==> src/rtl/rx_cmd_ctrl_pkg.sv <==
// Shared command-frame definitions: opcode codes, frame lengths, FSM states
// and the opcode prefix decoder used by rx and downstream command logic.
package rx_cmd_ctrl_pkg;

    localparam int CMD_DATA_W = 40;
    localparam int CMD_LEN_W  = 6;

    typedef enum logic [2:0] {
        CMD_NONE     = 3'd0,
        CMD_QUERYREP = 3'd1,
        CMD_ACK      = 3'd2,
        CMD_QUERY    = 3'd3,
        CMD_QUERYADJ = 3'd4,
        CMD_REQRN    = 3'd5
    } cmd_code_e;

    localparam logic [CMD_LEN_W-1:0] LEN_QUERYREP = 6'd4;
    localparam logic [CMD_LEN_W-1:0] LEN_ACK      = 6'd18;
    localparam logic [CMD_LEN_W-1:0] LEN_QUERY    = 6'd22;
    localparam logic [CMD_LEN_W-1:0] LEN_QUERYADJ = 6'd9;
    localparam logic [CMD_LEN_W-1:0] LEN_REQRN    = 6'd40;

    typedef enum logic [2:0] {
        ST_ARM     = 3'd0,
        ST_IDLE    = 3'd1,
        ST_OPCODE  = 3'd2,
        ST_PAYLOAD = 3'd3,
        ST_HOLD    = 3'd4
    } state_e;

    typedef struct packed {
        logic                 done;
        logic                 err;
        cmd_code_e            code;
        logic [CMD_LEN_W-1:0] len;
    } dec_t;

    // pfx holds the newest received bits, most recent in bit 0; n is the bit count.
    function automatic dec_t decode_prefix(input logic [7:0] pfx, input logic [CMD_LEN_W-1:0] n);
        dec_t d;
        d.done = 1'b0;
        d.err  = 1'b0;
        d.code = CMD_NONE;
        d.len  = '0;
        if (n == 6'd2 && !pfx[1]) begin
            d.done = 1'b1;
            d.code = pfx[0] ? CMD_ACK : CMD_QUERYREP;
            d.len  = pfx[0] ? LEN_ACK : LEN_QUERYREP;
        end else if (n == 6'd4 && pfx[3:2] == 2'b10) begin
            case (pfx[1:0])
                2'b00:   begin d.done = 1'b1; d.code = CMD_QUERY;    d.len = LEN_QUERY;    end
                2'b01:   begin d.done = 1'b1; d.code = CMD_QUERYADJ; d.len = LEN_QUERYADJ; end
                default: d.err = 1'b1;
            endcase
        end else if (n == 6'd8) begin
            if (pfx == 8'b1100_0001) begin
                d.done = 1'b1;
                d.code = CMD_REQRN;
                d.len  = LEN_REQRN;
            end else begin
                d.err = 1'b1;
            end
        end
        return d;
    endfunction

endpackage

==> src/rtl/rx_cmd_ctrl_if.sv <==
// Command frame handoff: frame fields and valid from rx_cmd_ctrl, ack from the consumer.
// cmd_valid holds with stable fields until cmd_ack is seen; cmd_err is a single-cycle pulse.
interface rx_cmd_ctrl_if;
    logic                                  cmd_valid;
    logic                                  cmd_ack;
    logic [2:0]                            cmd_code;
    logic [rx_cmd_ctrl_pkg::CMD_LEN_W-1:0]  cmd_len;
    logic [rx_cmd_ctrl_pkg::CMD_DATA_W-1:0] cmd_data;
    logic                                  cmd_err;

    modport master (output cmd_valid, cmd_code, cmd_len, cmd_data, cmd_err, input cmd_ack);
    modport slave  (input cmd_valid, cmd_code, cmd_len, cmd_data, cmd_err, output cmd_ack);
endinterface

==> src/rtl/rx_bit_sync.sv <==
// Brings the rx bit strobe and data into clk: 2-flop sync on both, rising-edge detect on bitclk.
// bit_vld pulses one cycle, two clk edges after bitclk rises; no backpressure.
module rx_bit_sync (
    input  logic clk,
    input  logic reset,
    input  logic bitclk,
    input  logic bitin,
    output logic bit_vld,
    output logic bit_dat
);

    logic [1:0] clk_sync;
    logic [1:0] dat_sync;
    logic       clk_prev;

    always_ff @(posedge clk or negedge reset) begin
        if (!reset) begin
            clk_sync <= '0;
            dat_sync <= '0;
            clk_prev <= 1'b0;
        end else begin
            clk_sync <= {clk_sync[0], bitclk};
            dat_sync <= {dat_sync[0], bitin};
            clk_prev <= clk_sync[1];
        end
    end

    assign bit_vld = clk_sync[1] & ~clk_prev;
    assign bit_dat = dat_sync[1];

endmodule

==> src/rtl/rx_cmd_ctrl.sv <==
// Assembles rx bits into command frames, decodes the opcode and holds the frame until acked.
// cmd_valid rises 1 clk after the final synchronized bit; frame held (bits ignored) until cmd_ack.
module rx_cmd_ctrl
    import rx_cmd_ctrl_pkg::*;
#(
    parameter int TIMEOUT_MULT = 4,
    parameter int RST_HOLD     = 8
) (
    input  logic          clk,
    input  logic          reset,
    input  logic          bitin,
    input  logic          bitclk,
    input  logic          rx_overflow,
    input  logic [9:0]    trcal,
    output logic          rx_reset,
    rx_cmd_ctrl_if.master cmd
);

    localparam int                  ARM_W    = (RST_HOLD > 1) ? $clog2(RST_HOLD) : 1;
    localparam logic [ARM_W-1:0]    ARM_LAST = ARM_W'(RST_HOLD - 1);
    localparam logic [12:0]         MULT13   = 13'(TIMEOUT_MULT);

    state_e                  state_q, state_d;
    logic [ARM_W-1:0]        arm_cnt_q;
    logic [CMD_LEN_W-1:0]    bit_cnt_q, bit_cnt_nxt;
    logic [CMD_DATA_W-1:0]   data_q, shift_nxt;
    cmd_code_e               code_q;
    logic [CMD_LEN_W-1:0]    len_q;
    logic [12:0]             gap_q;
    logic [12:0]             limit;
    logic                    bit_vld, bit_dat;
    logic                    timeout, capture, err_evt;
    dec_t                    dec;

    rx_bit_sync u_sync (
        .clk     (clk),
        .reset   (reset),
        .bitclk  (bitclk),
        .bitin   (bitin),
        .bit_vld (bit_vld),
        .bit_dat (bit_dat)
    );

    assign shift_nxt   = {data_q[CMD_DATA_W-2:0], bit_dat};
    assign bit_cnt_nxt = bit_cnt_q + 6'd1;
    assign dec         = decode_prefix(shift_nxt[7:0], bit_cnt_nxt);
    assign limit       = MULT13 * {3'b000, trcal};
    // A zero limit means trcal is not yet measured, so the gap timer is off.
    assign timeout     = (limit != 13'd0) && ((gap_q + 13'd1) == limit);
    assign capture     = bit_vld && !rx_overflow &&
                         (state_q == ST_IDLE || state_q == ST_OPCODE || state_q == ST_PAYLOAD);

    always_ff @(posedge clk or negedge reset) begin
        if (!reset) begin
            state_q <= ST_ARM;
        end else begin
            state_q <= state_d;
        end
    end

    always_comb begin
        state_d = state_q;
        err_evt = 1'b0;
        case (state_q)
            ST_ARM: begin
                if (arm_cnt_q == ARM_LAST) state_d = ST_IDLE;
            end
            ST_IDLE: begin
                if (rx_overflow) begin
                    err_evt = 1'b1;
                    state_d = ST_ARM;
                end else if (bit_vld) begin
                    state_d = ST_OPCODE;
                end
            end
            ST_OPCODE: begin
                if (rx_overflow) begin
                    err_evt = 1'b1;
                    state_d = ST_ARM;
                end else if (bit_vld) begin
                    if (dec.err) begin
                        err_evt = 1'b1;
                        state_d = ST_ARM;
                    end else if (dec.done) begin
                        state_d = (bit_cnt_nxt == dec.len) ? ST_HOLD : ST_PAYLOAD;
                    end
                end else if (timeout) begin
                    err_evt = 1'b1;
                    state_d = ST_ARM;
                end
            end
            ST_PAYLOAD: begin
                if (rx_overflow) begin
                    err_evt = 1'b1;
                    state_d = ST_ARM;
                end else if (bit_vld) begin
                    if (bit_cnt_nxt == len_q) state_d = ST_HOLD;
                end else if (timeout) begin
                    err_evt = 1'b1;
                    state_d = ST_ARM;
                end
            end
            ST_HOLD: begin
                if (cmd.cmd_ack) state_d = ST_ARM;
            end
            default: state_d = ST_ARM;
        endcase
    end

    always_comb begin
        rx_reset      = (state_q == ST_ARM);
        cmd.cmd_valid = (state_q == ST_HOLD);
        cmd.cmd_code  = (state_q == ST_HOLD) ? code_q : CMD_NONE;
        cmd.cmd_len   = len_q;
        cmd.cmd_data  = data_q;
        cmd.cmd_err   = err_evt;
    end

    // Frame datapath; everything is cleared while re-arming so IDLE starts from zero.
    always_ff @(posedge clk or negedge reset) begin
        if (!reset) begin
            arm_cnt_q <= '0;
            bit_cnt_q <= '0;
            data_q    <= '0;
            code_q    <= CMD_NONE;
            len_q     <= '0;
            gap_q     <= '0;
        end else begin
            arm_cnt_q <= (state_q == ST_ARM) ? arm_cnt_q + 1'b1 : '0;
            if (state_q == ST_ARM) begin
                bit_cnt_q <= '0;
                data_q    <= '0;
                code_q    <= CMD_NONE;
                len_q     <= '0;
                gap_q     <= '0;
            end else if (capture) begin
                data_q    <= shift_nxt;
                bit_cnt_q <= bit_cnt_nxt;
                gap_q     <= '0;
                if (state_q == ST_OPCODE && dec.done) begin
                    code_q <= dec.code;
                    len_q  <= dec.len;
                end
            end else if (gap_q != 13'h1fff) begin
                gap_q <= gap_q + 13'd1;
            end
        end
    end

endmodule

==> src/flat_wrapper.sv <==
// flat-port wrapper written by rule: the top's interface ports become plain ports
module rx_cmd_ctrl_flat import rx_cmd_ctrl_pkg::*;
#(
    parameter int TIMEOUT_MULT = 4,
    parameter int RST_HOLD     = 8
)
  (clk, reset, bitin, bitclk, rx_overflow, trcal, rx_reset, cmd_cmd_valid, cmd_cmd_code, cmd_cmd_len, cmd_cmd_data, cmd_cmd_err, cmd_cmd_ack);
  rx_cmd_ctrl_if cmd_i ();
  input  logic clk;
  input  logic reset;
  input  logic bitin;
  input  logic bitclk;
  input  logic rx_overflow;
  input  logic [9:0] trcal;
  output logic rx_reset;
  output wire logic [$bits(cmd_i.cmd_valid)-1:0] cmd_cmd_valid;
  output wire logic [$bits(cmd_i.cmd_code)-1:0] cmd_cmd_code;
  output wire logic [$bits(cmd_i.cmd_len)-1:0] cmd_cmd_len;
  output wire logic [$bits(cmd_i.cmd_data)-1:0] cmd_cmd_data;
  output wire logic [$bits(cmd_i.cmd_err)-1:0] cmd_cmd_err;
  input wire logic [$bits(cmd_i.cmd_ack)-1:0] cmd_cmd_ack;
  assign cmd_cmd_valid = cmd_i.cmd_valid;
  assign cmd_cmd_code = cmd_i.cmd_code;
  assign cmd_cmd_len = cmd_i.cmd_len;
  assign cmd_cmd_data = cmd_i.cmd_data;
  assign cmd_cmd_err = cmd_i.cmd_err;
  assign cmd_i.cmd_ack = cmd_cmd_ack;
  rx_cmd_ctrl #(.TIMEOUT_MULT(TIMEOUT_MULT), .RST_HOLD(RST_HOLD)) u_core (.clk(clk), .reset(reset), .bitin(bitin), .bitclk(bitclk), .rx_overflow(rx_overflow), .trcal(trcal), .rx_reset(rx_reset), .cmd(cmd_i));
endmodule
==> config.mk <==
export PLATFORM = sky130hd
export DESIGN_NAME = rx_cmd_ctrl_flat
export DESIGN_NICKNAME = d
export VERILOG_FILES = /design/src/rtl/rx_cmd_ctrl_pkg.sv /design/src/rtl/rx_cmd_ctrl_if.sv /design/src/rtl/rx_bit_sync.sv /design/src/rtl/rx_cmd_ctrl.sv /design/src/flat_wrapper.sv
export SDC_FILE = /design/constraint.sdc
export NUM_CORES = 1
export LEC_CHECK = 0
export CAP_MARGIN = 10
export CORE_MARGIN = 10
export CORE_UTILIZATION = 50
export DETAILED_ROUTE_END_ITERATION = 6
export PLACE_DENSITY = 0.79
export SLEW_MARGIN = 0
export SYNTH_ARGS = -nofsm -noshare
export SYNTH_HDL_FRONTEND = slang
export SYNTH_SLANG_ARGS = --single-unit
==> constraint.sdc <==
create_clock -name clk -period 6.16 [get_ports clk]
set_clock_uncertainty 0.1 [all_clocks]
set_input_delay 1.232 -clock clk [delete_from_list [all_inputs] [get_ports clk]]
set_output_delay 1.232 -clock clk [all_outputs]
set_load 0.02 [all_outputs]
==> run_results.csv <==
group,metric,value,unit
global_routing,grtUsageTotal,16.2,%
sta,timing.final.ws_setup,918,ps
sta,fin_crit_sh,85.1,%
pwr,total_leakage_power,0.00205,uW
synthesis,ys_top_cells_by_area,"dfrtp_1 (48%), a22o_1 (8.9%), xnor2_1 (3.6%)",
drt,wirelength,9.40,mm
die,initial_core_util,51.3,%
pwr,net-switching-power,371,uW
drt,vias,3109,
clock_tree,h-tree-depth,3,
sta,slew_violations,0,
global_routing,grt_start_max_net_pins,77,
sta,min_period,5240,ps
worst_setup_path,cp_top_family,"compound AO/OA/AOI/OAI gates",
synthesis,synth_cell_types,59,
worst_setup_path,path_class,"in -> out",
synthesis,synthAdderAreaFrac,2.22,%
drt,wl_per_cell,17.6,um
placement,place_ws,922,ps
clock_tree,cts_tree,"built",
placement,hpwl,6.53,mm
synthesis,synthCells,379,
drt,vias_per_cell,5.81,
worst_setup_path,cp.required,4830,ps
die,core-area,0.00769,mm2
sta,rsz0062_at_grt,"false",
sta,setup_viol,0,
die,floorplan.die_area,0.0118,mm2
synthesis,synth_xor_area_share,7.30,%
worst_setup_path,critPathArrivalTime,3910,ps
clock_tree,clock-sinks,76,
cells_and_area,antenna_cells,0,
synthesis,synth_top_flop_cell,"dfrtp_1",
worst_setup_path,critical_path.endpoint,"cmd_cmd_err",
synthesis,synth_top_family_by_area,"compound AO/OA/AOI/OAI gates",
global_routing,antenna_found_initial,0,
drt,antenna_left,0,
job,maxCapViolCount,0,
pwr,comb_power_share,17.9,%
sta,whs,255,ps
cells_and_area,nFillCells,619,
sta,max_freq,191,MHz
worst_setup_path,cp_num_buf_inv,2,
die,io_pins,68,
pwr,ir_drop,0.000133,V
synthesis,synthesis.nets,402,
clock_tree,clockBufferDepth,2,
sta,tightest_slew,944,ps
worst_setup_path,cp_max_fo,2,
synthesis,ys_seq_elements,76,
synthesis,yosys.area.top_type,"dfrtp_1",
synthesis,synth_warnings,0,
pwr,clkPwrFrac,36.3,%
die,std_cell_rows,32,
pwr,pwr-share-seq,45.8,%
placement,post_dp_cell_area,0.00462,mm2
worst_setup_path,r2r-start,"u_core.bit_cnt_q[0]",
synthesis,synthSimpleGateAreaFrac,15.6,%
cells_and_area,regArea,0.00190,mm2
worst_setup_path,slowest_delay,630,ps
placement,routabilityCongestion,0.948,
synthesis,muxShareOfSynthArea,1.27,%
synthesis,ys_seq_area_share,48.3,%
worst_setup_path,crit_chain,"clkdlybuf4s50_1 > xor2_1 > o211ai_1 > a2111oi_1 > nand4_1 > a2111oi_2 > o21ai_1 > a21oi_1 > clkdlybuf4s50_1",
worst_setup_path,cp_common_cell,"clkdlybuf4s50_1",
pwr,powerDensity,249,mW/mm2
pwr,internal_power,838,uW
placement,port_buffers,67,
clock_tree,cts_setup_buffers,0,
synthesis,synth_enable_flop_cells,0,
global_routing,grt.overflow.total,0,
sta,tns,0,ps
worst_setup_path,r2r_end,"u_core.code_q[0]",
cells_and_area,drive_above_1_share,6.47,%
clock_tree,cts_root_buf,"clkbuf_8",
worst_setup_path,r2r_setup_slack,3170,ps
placement,dp_cells,519,
global_routing,grt_pass1_wl,15.7,mm
clock_tree,path_clk_slew,80,ps
sta,maxSlewHeadroom,36.9,%
worst_setup_path,crit_cells,9,
drt,first_iter_violations,172,
sta,hold_viol,0,
global_routing,grt_pass1_vias,3078,
clock_tree,ctsResizeCount,0,
synthesis,ys_async_sr_fraction,100,%
die,die_x,109,um
synthesis,synth_top_area_share,48.3,%
drt,drt_pass1_iterations,4,
synthesis,synth_area_per_cell,10.4,um2
cells_and_area,stdcell_count,535,
synthesis,synth_compound_area_share,20.9,%
cells_and_area,area_delta_synth_final,23.2,%
cells_and_area,design_area,0.00485,mm2
drt,drcViolationCount,0,
worst_setup_path,cp-end-kind,"output port",
outcome,status,"complete, no violations",
worst_setup_path,cp_slowest_cell,"clkdlybuf4s50_1",
cells_and_area,layout.nets,451,
clock_tree,numCtsBuffers,9,
hold_path,hold_class,"reg -> reg",
clock_tree,hold_buffers,0,
worst_setup_path,startpoint,"trcal[2]",
die,die_y,109,um
worst_setup_path,cp-start-kind,"primary input",
pwr,swShare,30.7,%
worst_setup_path,worstRegToRegCells,8,
clock_tree,clock_latency,340,ps
cells_and_area,multi_input_area,0.00187,mm2
synthesis,syn_area,0.00394,mm2
[synthesized netlist by cell type, types with 2 or more instances]
library cell	number
nand4_1	7
and2_1	3
o21ai_1	2
nor4b_1	2
clkbuf_1	19
a22o_1	40
o31ai_1	5
a211oi_1	3
nand2_1	17
nor2_1	26
xnor3_1	2
xnor2_1	16
or2_2	2
nand2b_1	3
a41oi_1	2
mux2i_1	5
ha_1	7
xor2_1	9
o21ai_0	13
dfrtp_1	76
o211ai_1	4
buf_2	5
o31a_1	2
or3_1	6
buf_1	3
nor2b_1	2
and3_1	7
nand3_1	15
a31oi_1	2
inv_1	12
nor3_1	8
o22ai_1	2
nor4_1	5
buf_4	3
a21oi_1	20
[worst register-to-register path: cells and delay by family (launching register included)]
kind	cells	cell delay, ps
compound gates	2	740
mux	1	230
flops	1	530
fa+ha+maj	1	420
simple gates	4	850
[metal layers]
metal	track usage, %	share of wire [%]	vias up
met1	21.9	46	1511
met5	0	0	-
met3	6.84	8.9	6
met4	3.86	0.69	0
met2	23.5	44	97
li1	-	-	1495
[final cells by class]
| class | instances | share of cell area, % |
|---|---|---|
| well taps | 102 | 2.63 |
| multi-input cells | 261 | 38.5 |
| clock buffers | 10 | 2.84 |
| flip-flops and latches | 76 | 39.2 |
| inverters | 12 | 0.928 |
| clock inverters | 6 | 1.96 |
| repair buffers | 68 | 13.9 |
[cell families (layout without fill, tap and decap cells)]
| family | after synthesis | in the layout |
|---|---|---|
| flip-flops | 76 | 76 |
| AO/OA/AOI/OAI | 110 | 110 |
| AND/OR/NAND/NOR | 111 | 111 |
| multiplexers | 5 | 5 |
| buffers and inverters | 42 | 96 |
| adder cells (fa/ha/maj) | 7 | 7 |
| XOR/XNOR | 28 | 28 |
[cells in the final DEF (no fill, tap or decap), types with 3 or more instances in the layout]
master            n
inv_1            12
xor2_1            9
nor4_1            4
xnor2_1          16
and2_1            3
nor3_1            8
clkbuf_8         10
nand2_1          17
a211oi_1          3
and3_1            7
a22o_1           40
a21oi_1          20
clkdlybuf4s50_1  66
o31ai_1           5
ha_1              7
mux2i_1           5
nand4_1           7
nand2b_1          3
o211ai_1          4
or3_1             6
nor2_1           26
o21ai_0          13
dfrtp_1          76
nand3_1          15
[power groups by stage]
stage | combinational (uW) | clock (uW) | sequential [uW]
2_1_floorplan | 165 | 0 | 545
3_3_place_gp | 210 | 0 | 561
3_5_place_dp | 217 | 0 | 563
4_1_cts | 218 | 443 | 553
5_1_grt | 246 | 467 | 558
6_report | 216 | 439 | 553
[how the worst min path moves through the flow]
| stage | from | slack (ps) | endpoint | cells past startpoint |
|---|---|---|---|---|
| after global placement | u_core.u_sync.dat_sync[0] | 230 | u_core.u_sync.dat_sync[1] | 0 |
| after floorplan | u_core.u_sync.clk_sync[0] | 230 | u_core.u_sync.clk_sync[1] | 0 |
| after CTS | u_core.u_sync.clk_sync[0] | 260 | u_core.u_sync.clk_sync[1] | 0 |
| final | u_core.u_sync.clk_sync[0] | 250 | u_core.u_sync.clk_sync[1] | 0 |
| after global routing | u_core.u_sync.clk_sync[0] | 270 | u_core.u_sync.clk_sync[1] | 0 |
| after detailed placement | u_core.u_sync.clk_sync[0] | 240 | u_core.u_sync.clk_sync[1] | 0 |
[metrics by stage]
step / total power [uW] / utilization (%)
after floorplan: 711 / -
after global placement: 771 / 60.1
after detailed placement: 780 / 60.1
after CTS: 1210 / 63.1
after global routing: 1270 / 63.1
final: 1210 / 63.1
[registers in the layout (all words and copies together), names as in the netlist]
signal / flops
u_core.u_sync.clk_prev: 1
u_core.u_sync.dat_sync: 2
u_core.state_q: 3
u_core.bit_cnt_q: 6
u_core.gap_q: 13
u_core.cmd.cmd_len: 5
u_core.cmd.cmd_data: 40
u_core.code_q: 1
u_core.arm_cnt_q: 3
u_core.u_sync.clk_sync: 2
No activity file was read; power rests on OpenSTA's default activity.
